<file path="src/rtl/wb_ram_pkg.sv">
// Shared definitions for the Wishbone-to-OpenRAM responders: bus widths,
// responder FSM state encoding and the SRAM port idle values.
package wb_ram_pkg;

    localparam int WB_DATA_W = 32;
    localparam int WB_SEL_W  = 4;

    localparam logic [1:0] ST_IDLE    = 2'd0;
    localparam logic [1:0] ST_RD_WAIT = 2'd1;
    localparam logic [1:0] ST_ACK     = 2'd2;

    localparam logic                 SRAM_CSB_IDLE   = 1'b1;
    localparam logic                 SRAM_WEB_IDLE   = 1'b1;
    localparam logic [WB_SEL_W-1:0]  SRAM_WMASK_IDLE = 4'b0000;
    localparam logic [WB_DATA_W-1:0] SRAM_DIN_IDLE   = 32'h0000_0000;

    // Byte-lane write mask: lanes only qualify on writes.
    function automatic logic [WB_SEL_W-1:0] wmask_of(input logic we, input logic [WB_SEL_W-1:0] sel);
        logic [WB_SEL_W-1:0] m;
        if (we) begin
            m = sel;
        end else begin
            m = SRAM_WMASK_IDLE;
        end
        return m;
    endfunction

endpackage

</file>
<file path="src/rtl/wishbone_sram_responder.sv">
// Wishbone classic slave driving one OpenRAM single-port SRAM macro: one SRAM
// access per bus cycle, registered single-cycle acknowledge.
module wishbone_sram_responder
    import wb_ram_pkg::*;
#(
    parameter int ADDR_WIDTH   = 8,
    parameter int READ_LATENCY = 1
) (
    input  logic                  wb_clk_i,
    input  logic                  wb_rst_ni,
    input  logic                  wbs_stb_i,
    input  logic                  wbs_cyc_i,
    input  logic                  wbs_we_i,
    input  logic [WB_SEL_W-1:0]   wbs_sel_i,
    input  logic [31:0]           wbs_adr_i,
    input  logic [WB_DATA_W-1:0]  wbs_dat_i,
    output logic                  wbs_ack_o,
    output logic [WB_DATA_W-1:0]  wbs_dat_o,
    output logic                  sram_clk0,
    output logic                  sram_csb0,
    output logic                  sram_web0,
    output logic [WB_SEL_W-1:0]   sram_wmask0,
    output logic [ADDR_WIDTH-1:0] sram_addr0,
    output logic [WB_DATA_W-1:0]  sram_din0,
    input  logic [WB_DATA_W-1:0]  sram_dout0
);

    localparam int                CNT_W    = $clog2(READ_LATENCY + 1);
    localparam logic [CNT_W-1:0]  CNT_LOAD = CNT_W'(READ_LATENCY - 1);
    localparam logic [CNT_W-1:0]  CNT_ZERO = CNT_W'(0);
    localparam logic [CNT_W-1:0]  CNT_ONE  = CNT_W'(1);

    logic [1:0]           state_q, state_d;
    logic [CNT_W-1:0]     cnt_q, cnt_d;
    logic                 ack_q, ack_d;
    logic [WB_DATA_W-1:0] dat_q, dat_d;

    logic req_s;
    logic access_s;
    logic unused_adr_s;

    assign req_s = wbs_cyc_i & wbs_stb_i;
    // Reset gates the launch so the macro sees idle inputs the moment rst_n falls.
    assign access_s = wb_rst_ni & req_s & (state_q == ST_IDLE);
    assign unused_adr_s = ^{wbs_adr_i[31:ADDR_WIDTH+2], wbs_adr_i[1:0]};

    assign sram_clk0 = wb_clk_i;
    assign wbs_ack_o = ack_q;
    assign wbs_dat_o = dat_q;

    // SRAM port drive: live only in the IDLE cycle that launches an access.
    always_comb begin
        if (access_s) begin
            sram_csb0   = 1'b0;
            sram_web0   = ~wbs_we_i;
            sram_wmask0 = wmask_of(wbs_we_i, wbs_sel_i);
            sram_addr0  = wbs_adr_i[ADDR_WIDTH+1:2];
            sram_din0   = wbs_dat_i;
        end else begin
            sram_csb0   = SRAM_CSB_IDLE;
            sram_web0   = SRAM_WEB_IDLE;
            sram_wmask0 = SRAM_WMASK_IDLE;
            sram_addr0  = {ADDR_WIDTH{1'b0}};
            sram_din0   = SRAM_DIN_IDLE;
        end
    end

    // Next-state, latency counter, acknowledge and read-data capture.
    always_comb begin
        state_d = state_q;
        cnt_d   = cnt_q;
        ack_d   = 1'b0;
        dat_d   = dat_q;
        case (state_q)
            ST_IDLE: begin
                dat_d = 32'h0000_0000;
                if (req_s) begin
                    if (wbs_we_i) begin
                        state_d = ST_ACK;
                        ack_d   = 1'b1;
                    end else begin
                        state_d = ST_RD_WAIT;
                        cnt_d   = CNT_LOAD;
                    end
                end else begin
                    state_d = ST_IDLE;
                end
            end
            ST_RD_WAIT: begin
                // Only a cycle abort cancels; a strobe drop lets the read finish.
                if (!wbs_cyc_i) begin
                    state_d = ST_IDLE;
                    cnt_d   = CNT_ZERO;
                    dat_d   = 32'h0000_0000;
                end else if (cnt_q == CNT_ZERO) begin
                    state_d = ST_ACK;
                    ack_d   = 1'b1;
                    dat_d   = sram_dout0;
                end else begin
                    cnt_d = cnt_q - CNT_ONE;
                end
            end
            ST_ACK: begin
                state_d = ST_IDLE;
                cnt_d   = CNT_ZERO;
                dat_d   = 32'h0000_0000;
            end
            default: begin
                state_d = ST_IDLE;
                cnt_d   = CNT_ZERO;
                dat_d   = 32'h0000_0000;
            end
        endcase
    end

    // State and output registers.
    always_ff @(posedge wb_clk_i or negedge wb_rst_ni) begin
        if (!wb_rst_ni) begin
            state_q <= ST_IDLE;
            cnt_q   <= CNT_ZERO;
            ack_q   <= 1'b0;
            dat_q   <= 32'h0000_0000;
        end else begin
            state_q <= state_d;
            cnt_q   <= cnt_d;
            ack_q   <= ack_d;
            dat_q   <= dat_d;
        end
    end

endmodule

</file>
<file path="config.mk">
export PLATFORM = sky130hd
export DESIGN_NAME = wishbone_sram_responder
export DESIGN_NICKNAME = d
export VERILOG_FILES = /design/src/rtl/wb_ram_pkg.sv /design/src/rtl/wishbone_sram_responder.sv
export SDC_FILE = /design/constraint.sdc
export NUM_CORES = 1
export LEC_CHECK = 0
export CAP_MARGIN = 15
export CORE_MARGIN = 1
export CORE_UTILIZATION = 26
export CTS_CLUSTER_DIAMETER = 60
export DETAILED_ROUTE_END_ITERATION = 10
export GPL_TIMING_DRIVEN = 0
export PLACE_DENSITY_LB_ADDON = 0.3
export SYNTH_ARGS = -nofsm -noshare
export SYNTH_HDL_FRONTEND = slang
export SYNTH_SLANG_ARGS = --single-unit
</file>
<file path="constraint.sdc">
create_clock -name wb_clk_i -period 1.33 [get_ports wb_clk_i]
set_input_delay 0.1995 -clock wb_clk_i [delete_from_list [all_inputs] [get_ports wb_clk_i]]
set_output_delay 0.1995 -clock wb_clk_i [all_outputs]
set_load 0.005 [all_outputs]
</file>
Yosys cells after proc, flatten, opt, wreduce, memory -nomap -nowiden
Cells that the tools add are included.
{"block": "totals", "output_inout_bits": 80, "regBits": 36}
{"block": "op_classes", "n_addsub": 1, "reduce_logical": 2, "n_bitwise": 4, "muxes": 24, "eq_ne": 4}
{"cell": "32-bit two-way mux", "count": 4}
{"cell": "1-bit two-way mux", "count": 10}
{"cell": "2-bit two-way mux", "count": 4}
{"cell": "4-bit two-way mux", "count": 2}
{"cell": "8-bit two-way mux", "count": 1}
{"cell": "2-bit inequality test, second input constant", "count": 2}
{"cell": "1-bit one-hot mux with 2 select lines", "count": 2}
{"cell": "2-bit one-hot mux with 2 select lines", "count": 1}
{"cell": "1-bit AND", "count": 3}
{"cell": "3-bit inequality test, second input constant", "count": 1}
{"cell": "2-bit by 1-bit == test with 1-bit output, second input constant", "count": 1}
{"cell": "2-bit logical NOT", "count": 1}
{"cell": "2-bit AND reduction", "count": 1}
{"cell": "1-bit inverter", "count": 1}
{"cell": "1-bit subtractor, second input constant", "count": 1}

Logic depth before layout (Yosys ltp)
Gate-level depths: netlist (run 1).
{"block": "depth", "ltp_word": 4, "mapped_depth": 4}

==> reports/metrics.cfg, run 1 <==
[synth]
syn_inst = 131
synth_edf_count = 0
syn_nets = 236
ys_seq_area_frac = 0.578
yosys_warnings = 0
synth_area_leaders = dfrtp_1 58%, and3_1 17%, and2_1 14%
synth_flop_cell = dfrtp_1
synthArstFlopShare = 1.00
netlist_area_mm2 = 0.00147
ys_ff_latch = 34
synth_top_area_frac = 0.578
synth.top_cells.by_count = 40 x and3_1, 34 x dfrtp_1, 32 x and2_1
synth_area_per_cell_um2 = 11.2
synth_cell_type_count = 15
synth_top_area_cell = dfrtp_1
synth_most_common_cell = and3_1

[drt]
vias_per_cell = 4.30
initialDrtViolationCount = 29
wire_per_inst_um = 13.6
wl_um = 5290
vias = 1673
route.detailed.drc = 0
dr.pass1.iters = 4
ant_nets = 0

[setup_path]
crit_required_ns = 1.13
slowest_stage = dfrtp_1
start_kind = flop
crit_type = flop to output port
crit_arrival_ns = 1.72
cp-end-kind = output port
crit_path_max_fanout = 5
max_stage_delay_ns = 0.37
path_common_cell = buf_6
worstPathCellList = and4bb_4 > buf_6 > buf_6 > buf_6 > and3_4 > buf_6

[run_status]
violations = negative setup slack
status = complete, but fails checks

[grt]
grt_usage = 0.186
grt_pass1_vias = 1702
grt_max_degree = 35
grt_overflow = 0
grt_pass1_wl_um = 8390
grt_antenna_before_repair = 0

[sta]
hold_viol = 0
relSlewSlack = 0.730
max_freq_ghz = 0.520
rsz0062_at_grt = true
min_period_ns = 1.92
final_max_slew_viol_count = 0
post-route-period-util = 1.45
final-setup-viol-count = 46
tightestPinTransition_ns = 0.405
fin_tns_setup_ns = -23.46
setup_ws_ns = -0.592
fin_skew_ns = 0.00711

[power_and_ir_drop]
switching_share = 0.192
switching_power_w = 0.000594
ir_drop_v = 0.00120
power_frac_comb = 0.168
p_clk_frac = 0.491
power.internal_w = 0.00250
p_seq_frac = 0.341
power.density_mw_per_mm2 = 889
p_leak_nw = 1.88

[layout]
seq_area_um2 = 851
n_fill_cell = 458
layout.nets = 421
drive_gt1_frac = 0.331
n_antenna_cell = 0
multi_input_area_um2 = 639
instances_no_fill = 389
area_growth_pct = 136

[die]
ios = 185
floorplan.rows = 27
fp.dieW_um = 77.3
die_h_um = 77.3
start_util = 0.269
die-area_mm2 = 0.00597
core_mm2 = 0.00547

[clocking]
clk_latency_ns = 0.39
cts.clk_slew.worst_paths_ns = 0.07
tritoncts = done

[worst_hold_path]
hold_class = primary input to asynchronous set/reset pin

[place]
dp_hpwl_um = 3810
gp_congestion = 0.735
io_buffers = 160
place_inst = 363

[job]
cap_violations = 0

-- sequential cells by signal, indices dropped and copies added, names as in the netlist --
name / count
wbs_dat_o: 32
state_q: 2
-- worst max-delay path: cells and delay by family (launching register included) --
family | cells | cell delay, ns
buffers and inverters | 4 | 0.43
flip-flops | 1 | 0.37
AND/OR/NAND/NOR | 2 | 0.54
-- power by group through the flow --
stage	Sequential, W	Clock [W]	Combinational, W
floorplan	0.00108	0.0000487	0.0000936
global placement	0.00108	0.000105	0.000456
detailed placement	0.00108	0.000105	0.000458
CTS	0.00105	0.00152	0.000500
global route	0.00106	0.00161	0.000562
finish	0.00105	0.00152	0.000518
-- cells by family (layout without fill, tap and decap cells) --
logic type / count (synthesis) / in the layout / share of synthesized area
AND/OR/NAND/NOR: 82 / 82 / 0.359
flip-flops: 34 / 34 / 0.578
buffers and inverters: 14 / 200 / 0.0595
AO/OA/AOI/OAI: 1 / 1 / 0.00340
-- layer usage --
layer	wire (µm)	part of all wire	track usage	vias to the layer above
met5	0	0	0	-
met4	70	0.013	0.0774	0
met3	597	0.11	0.0940	8
met2	2790	0.53	0.330	108
met1	1840	0.35	0.180	746
li1	-	-	-	811
-- layout make-up --
| class | instances | share of cell area |
|---|---|---|
| buffer | 12 | 0.0223 |
| clock buffer | 10 | 0.0389 |
| clock inverter | 2 | 0.0173 |
| multi-input combinational | 83 | 0.184 |
| sequential | 34 | 0.245 |
| tap | 72 | 0.0259 |
| timing repair buffer | 176 | 0.467 |
-- cell usage in the layout, fill, tap and decap left out --
cell	synthesis	final
a21oi_1	1	1
and2_1	32	32
and3_1	40	20
and3_4	0	20
and3b_2	0	1
and4_1	4	4
and4bb_4	0	1
buf_12	0	1
buf_2	1	26
buf_4	1	8
buf_6	4	33
bufinv_16	0	2
clkbuf_1	8	5
clkbuf_2	0	2
clkbuf_4	0	1
clkbuf_8	0	9
clkdlybuf4s15_2	0	1
clkdlybuf4s50_1	0	79
dfrtp_1	34	34
dlygate4sd2_1	0	32
dlygate4sd3_1	0	1
nand2_1	1	1
nand3_1	1	1
nor2b_1	1	1
nor3b_1	1	1
-- metrics by stage --
stage	total power (W)	setup slack [ns]	util	cell area [µm²]	hold slack, ns
after floorplan	0.00122	0.0540	-	1470	-0.0961
after global placement	0.00164	-2.02	0.578	3160	0.457
after detailed placement	0.00164	-1.11	0.577	3160	0.319
after CTS	0.00307	-0.591	0.616	3370	0.337
after global routing	0.00323	-0.671	0.635	3470	0.347
final	0.00309	-0.592	0.635	3470	0.338
-- path summary, 6_finish.rpt --
path	from	end	slack [ns]	cells after the start
min in group wb_clk_i	sram_dout0[11]	wbs_dat_o[11]$_DFF_PN0_	0.36	2
max in group asynchronous	wb_rst_ni	wbs_dat_o[25]$_DFF_PN0_	0.82	3
setup reg to reg	state_q[1]$_DFF_PN0_	wbs_dat_o[21]$_DFF_PN0_	0.10	4
hold / removal	wb_rst_ni	wbs_dat_o[11]$_DFF_PN0_	0.34	3
hold reg to reg	state_q[1]$_DFF_PN0_	state_q[1]$_DFF_PN0_	0.54	2
setup / recovery	state_q[0]$_DFF_PN0_	sram_din0[17]	-0.59	6
-- what timing repair did --
| item | CTS | global route |
|---|---|---|
| hold endpoints to repair | 34 | 0 |
| hold buffers | 2 | 0 |
| resized for setup | 258 | 25 |
| setup endpoints to repair | 82 | 75 |
| setup buffers | 9 | 3 |
| pin swaps | 22 | 3 |
| cloned | 4 | 0 |
(Power assumes the default switching activity.)
==> inputs of run 2 (changes only) <==
CTS_CLUSTER_SIZE = 12   (was unset)
==> results of run 2 <==
Same layout as run 1: the final DEF is identical, and so are final timing and power.
